`config.mk`:
```
export PLATFORM = sky130hd
export DESIGN_NAME = msrv32_branch_ctrl
export DESIGN_NICKNAME = d
export VERILOG_FILES = /design/src/rtl/msrv32_pkg.sv /design/src/rtl/msrv32_redirect_counter.sv /design/src/rtl/msrv32_branch_ctrl.sv
export SDC_FILE = /design/constraint.sdc
export NUM_CORES = 1
export LEC_CHECK = 0
export ABC_AREA = 0
export CORE_MARGIN = 10
export CORE_UTILIZATION = 39
export CTS_BUF_LIST = sky130_fd_sc_hd__clkbuf_8
export CTS_CLUSTER_SIZE = 28
export DETAILED_ROUTE_END_ITERATION = 10
export PLACE_DENSITY = 0.83
export SYNTH_ARGS = -nofsm -noshare
export SYNTH_HDL_FRONTEND = slang
export SYNTH_SLANG_ARGS = --single-unit
export TNS_END_PERCENT = 5
```
`constraint.sdc`:
```
create_clock -name ms_riscv32_mp_clk_in -period 1.8 [get_ports ms_riscv32_mp_clk_in]
set_clock_uncertainty 0.15 [all_clocks]
set_input_delay 0.36 -clock ms_riscv32_mp_clk_in [delete_from_list [all_inputs] [get_ports ms_riscv32_mp_clk_in]]
set_output_delay 0.36 -clock ms_riscv32_mp_clk_in [all_outputs]
set_load 0.02 [all_outputs]
```
`src/rtl/msrv32_pkg.sv`:
```
// rtl/msrv32_pkg.sv - shared opcode constants and branch-control state encoding
package msrv32_pkg;

    localparam logic [4:0] OP_BRANCH   = 5'b11000;
    localparam logic [4:0] OP_JAL      = 5'b11011;
    localparam logic [4:0] OP_JALR     = 5'b11001;
    localparam logic [2:0] FUNCT3_JALR = 3'b000;

    typedef enum logic [1:0] {
        IDLE     = 2'b00,
        REDIRECT = 2'b01,
        FLUSH    = 2'b10
    } branch_state_t;

    // True for BRANCH, JAL and the only legal JALR encoding
    function automatic logic is_ctrl_op(input logic [4:0] opcode, input logic [2:0] funct3);
        return (opcode == OP_BRANCH) || (opcode == OP_JAL) ||
               ((opcode == OP_JALR) && (funct3 == FUNCT3_JALR));
    endfunction

endpackage

```
`src/rtl/msrv32_redirect_counter.sv`:
```
// rtl/msrv32_redirect_counter.sv - wrapping accepted-redirect counter
module msrv32_redirect_counter #(
    parameter int CNT_WIDTH = 16
) (
    input  logic                 clk,
    input  logic                 rst,
    input  logic                 inc_en,
    output logic [CNT_WIDTH-1:0] count
);

    // Free-running wrap; only a hard reset clears it, traps leave it alone
    always_ff @(posedge clk) begin
        if (rst) begin
            count <= '0;
        end else if (inc_en) begin
            count <= count + 1'b1;
        end
    end

endmodule

```
`src/rtl/msrv32_branch_ctrl.sv`:
```
// rtl/msrv32_branch_ctrl.sv - control-transfer redirect sequencer with fetch handshake
module msrv32_branch_ctrl
    import msrv32_pkg::*;
#(
    parameter int WIDTH     = 32,
    parameter int CNT_WIDTH = 16
) (
    input  logic                 ms_riscv32_mp_clk_in,
    input  logic                 ms_riscv32_mp_rst_in,
    input  logic                 valid_in,
    input  logic [4:0]           opcode_6_to_2_in,
    input  logic [2:0]           funct3_in,
    input  logic                 branch_taken_in,
    input  logic [WIDTH-1:0]     target_addr_in,
    input  logic                 trap_taken_in,
    input  logic                 imem_ready_in,
    output logic                 redirect_valid_out,
    output logic [WIDTH-1:0]     redirect_pc_out,
    output logic                 stall_out,
    output logic                 flush_out,
    output logic                 misaligned_instr_out,
    output logic [CNT_WIDTH-1:0] redirect_count_out
);

    branch_state_t state, state_next;

    logic             take;
    logic             misaligned;
    logic             valid_next;
    logic [WIDTH-1:0] pc_next;
    logic             stall_next;
    logic             flush_next;
    logic             mis_next;
    logic             count_inc;

    assign take       = valid_in & is_ctrl_op(opcode_6_to_2_in, funct3_in) & branch_taken_in;
    assign misaligned = take & (target_addr_in[1:0] != 2'b00);

    // State and registered outputs; reset beats everything, including trap
    always_ff @(posedge ms_riscv32_mp_clk_in) begin
        if (ms_riscv32_mp_rst_in) begin
            state                <= IDLE;
            redirect_valid_out   <= 1'b0;
            redirect_pc_out      <= '0;
            stall_out            <= 1'b0;
            flush_out            <= 1'b0;
            misaligned_instr_out <= 1'b0;
        end else begin
            state                <= state_next;
            redirect_valid_out   <= valid_next;
            redirect_pc_out      <= pc_next;
            stall_out            <= stall_next;
            flush_out            <= flush_next;
            misaligned_instr_out <= mis_next;
        end
    end

    // Next state and next output values; trap discards any pending redirect
    always_comb begin
        state_next = state;
        valid_next = 1'b0;
        pc_next    = redirect_pc_out;
        stall_next = 1'b0;
        flush_next = 1'b0;
        mis_next   = 1'b0;
        count_inc  = 1'b0;

        if (trap_taken_in) begin
            state_next = IDLE;
            pc_next    = '0;
        end else begin
            case (state)
                IDLE: begin
                    if (take && !misaligned) begin
                        state_next = REDIRECT;
                        valid_next = 1'b1;
                        pc_next    = target_addr_in;
                        stall_next = 1'b1;
                        flush_next = 1'b1;
                    end else if (misaligned) begin
                        mis_next = 1'b1;
                    end
                end
                REDIRECT: begin
                    if (redirect_valid_out && imem_ready_in) begin
                        state_next = FLUSH;
                        flush_next = 1'b1;
                        count_inc  = 1'b1;
                    end else begin
                        valid_next = 1'b1;
                        stall_next = 1'b1;
                        flush_next = 1'b1;
                    end
                end
                FLUSH: begin
                    state_next = IDLE;
                end
                default: begin
                    state_next = IDLE;
                end
            endcase
        end
    end

    msrv32_redirect_counter #(
        .CNT_WIDTH(CNT_WIDTH)
    ) u_redirect_counter (
        .clk    (ms_riscv32_mp_clk_in),
        .rst    (ms_riscv32_mp_rst_in),
        .inc_en (count_inc),
        .count  (redirect_count_out)
    );

endmodule

```
==> impl_metrics.csv <==
group,metric,value,unit
outcome,outcome,"finished, final reports clean",
worst_setup_path,cp_slowest_stage_delay,0.62,ns
floorplan,boundaryPins,98,
global_route,gr-total-overflow,0,
floorplan,chipHeight,94.63,microns
worst_setup_path,reg2reg_depth,5,
synth,synth_cell_types,36,
sta,period_share,98.97,%
floorplan,core.rowCount,27,
job,maxCapViolations,0,
worst_setup_path,r2r_end,"u_redirect_counter.count[12]",
global_route,grt_pass1_vias,2324,
synth,synth_nets,297,
routing,wl_per_cell,16.23,microns
floorplan,die-area,8955,sq um
min_path,min_from,"trap_taken_in",
synth,synthesis.area,2172,sq um
power_and_ir_drop,cellPowerDensity,580.8,nW/um^2
synth,ys_top_cells_by_area,"dfxtp_1, a21oi_1, nand3_1",
min_path,hold_path_class,"primary input to register",
global_route,grt_start_max_net_pins,27,
worst_setup_path,slowest_stage,"clkdlybuf4s50_1",
place,io_buffer_count,97,
cts,clk_latency,0.30,ns
sta,timing.fmax,561.3,MHz
cts,cts-root-buf,"clkbuf_8",
sta,fin_tns_setup,0,ns
synth,synth_warnings,0,
cells_and_area,area_growth,63.42,%
cells_and_area,n_antenna_cell,0,
worst_setup_path,r2r-start,"u_redirect_counter.count[0]",
sta,fin_crit,1.781,ns
place,place.gp.congestion,0.7855,
synth,postSynthCellCount,250,
floorplan,core,5439,sq um
worst_setup_path,crit_path_end_kind,"primary output",
power_and_ir_drop,comb_power_share,9.5,%
cts,cts_buffers,5,
global_route,grt_use_total,15.48,%
worst_setup_path,cp.required,1.29,ns
worst_setup_path,critical_path_arrival,1.27,ns
sta,holdWs,0.2613,ns
power_and_ir_drop,p_seq_share,56.7,%
cells_and_area,fin_util,65.26,%
place,post-place-ws,-0.4489,ns
synth,async_flop_share,0,%
cts,clkTransAtPathRegs,0.09,ns
power_and_ir_drop,ir_drop,0.0004342,V
cells_and_area,final_common_cell,"clkdlybuf4s50_1",
worst_setup_path,worstPathCellList,"clkdlybuf4s50_1",
place,detailed_place_hpwl,5386,microns
global_route,antenna_found_initial,0,
worst_setup_path,critPathMaxFanout,2,
cells_and_area,fin_cells,435,
routing,vias,2288,
power_and_ir_drop,switchingPower,0.0004594,W
min_path,worstHoldEndpoint,"state[1]",
sta,worst_pin_slew,0.2651,ns
sta,hold_violations,0,
place,post-place-cells,424,
worst_setup_path,cp_top_family,"buffers and inverters",
worst_setup_path,rrSetupSlack,0.05,ns
synth,synth_top_area_share,48.85,%
cells_and_area,fill_cells,481,
routing,finalWirelength,7062,microns
power_and_ir_drop,sw_frac_of_total,22.28,%
synth,synth_top_area_cell,"dfxtp_1",
synth,syn_area_per_cell,8.688,sq um
floorplan,start_util,39.94,%
cells_and_area,drive_gt1_share,15.98,%
cts,cts_buffer_depth,2,
cts,htreeDepth,2,
routing,via_per_inst,5.260,
sta,grt_setup_unrepaired,"true",
cts,cts_tree,"built",
min_path,holdPathStages,3,
synth,ys_seq_area_share,48.85,%
worst_setup_path,startpoint_type,"register",
synth,synth-edff-count,0,
floorplan,die_w,94.63,microns
routing,firstDrtPassIters,4,
sta,relSlewSlack,82.18,%
routing,drt_iter0_markers,82,
routing,postRouteAntennaNets,0,
sta,setup_viol,0,
sta,slew_viol_final,0,
routing,drc,0,
cells_and_area,final_cell_mix,"clkdlybuf4s50_1, dfxtp_1, a21oi_1, nand3_1, o21ai_0",
synth,ys_seq_elements,53,
cts,clock_sinks,53,
power_and_ir_drop,leakage,1.742,nW
worst_setup_path,crit_buf_inv,1,
power_and_ir_drop,pwr-share-clk,33.7,%
sta,setup_slack,0.01855,ns
power_and_ir_drop,internal_power,0.001602,W
cells_and_area,final_nets,409,
synth,ys.flop_type,"dfxtp_1",
global_route,grt_pass1_wl,11230,microns
worst_setup_path,path_class,"register to primary output",
[power by group through the flow]
stage / combinational, W / clock, W / sequential [W]
after global placement: 0.000192 / 0 / 0.00120
after global routing: 0.000212 / 0.000771 / 0.00117
after floorplan: 0.0000465 / 0 / 0.00120
final: 0.000197 / 0.000695 / 0.00117
after CTS: 0.000195 / 0.000714 / 0.00117
after detailed placement: 0.000193 / 0 / 0.00120
[kinds of logic (layout without fill, tap and decap cells)]
logic type	Yosys count	count (layout)	synth area share [%]
AOI/OAI and AO/OA	82	82	19.93
xor gates and xnor gates	9	9	3.629
adders and majority gates	1	1	0.5759
buffers and inverters	22	135	4.377
DFF	53	53	48.85
and+or+nand+nor	83	83	22.64
[layer usage]
metal	vias up	global-route usage, %	routed length [microns]	part of all wire (%)
li1	1128	-	-	-
met1	1072	17.85	2787	39
met2	78	23.74	3302	47
met3	10	8.961	873	12
met4	0	4.863	99	1.4
met5	-	0	0	0
[worst min-delay path, stage by stage]
cell and delay (ns):
dlymetal6s2s_1 0.11, buf_4 0.15, nor3_1 0.06
[repair_timing]
action / in CTS / in global routing
pin swaps: 0 / 4
setup endpoints to repair: 61 / 55
hold buffers: 0 / 0
setup buffers: 0 / 3
gates resized for setup: 27 / 28
[worst max path at each step]
stage,start,endpoint,slack [ns],depth (start not counted)
4_1_cts,opcode_6_to_2_in[0],redirect_pc_out[16],0.002,6
2_1_floorplan,u_redirect_counter.count[2],u_redirect_counter.count[15],0.008,5
3_3_place_gp,opcode_6_to_2_in[0],redirect_pc_out[18],-0.40,6
3_5_place_dp,opcode_6_to_2_in[0],redirect_pc_out[25],-0.45,6
5_1_grt,opcode_6_to_2_in[3],redirect_pc_out[28],-0.04,7
6_report,redirect_pc_out[26],redirect_pc_out[26],0.02,1
[cells in the mapped netlist, types with 2 or more instances]
cell / n
o31ai_1: 5
dfxtp_1: 53
and4b_1: 2
nor3_1: 4
o21ai_0: 33
nand2_1: 6
a21oi_1: 41
and3_1: 3
xor2_1: 4
nand3_1: 35
xnor2_1: 5
clkbuf_1: 18
or2_2: 2
nand4_1: 2
nor2_1: 11
nor3b_1: 2
or4_1: 5
[registers in the layout, summed over array words and instances (netlist names)]
name,count
misaligned_instr_out,1
u_redirect_counter.count,16
stall_out,1
state,2
redirect_pc_out,32
flush_out,1
[metrics by stage]
stage | instance area [sq um] | total power, W
floorplan | 2181 | 0.001247
global placement | 3373 | 0.001392
detailed placement | 3373 | 0.001393
CTS | 3453 | 0.002081
global route | 3550 | 0.002153
finish | 3550 | 0.002062
[area by class of cell]
cell class | instances | area [sq um] | share of cell area (%)
inverters | 1 | 3.754 | 0.1057
flip-flops and latches | 53 | 1075 | 30.28
repair buffers | 126 | 1237 | 34.86
clock buffers | 6 | 82.58 | 2.326
well taps | 72 | 90.09 | 2.538
clock inverters | 2 | 13.76 | 0.3877
multi-input cells | 175 | 1047 | 29.50
No activity file was read; power rests on OpenSTA's default activity.
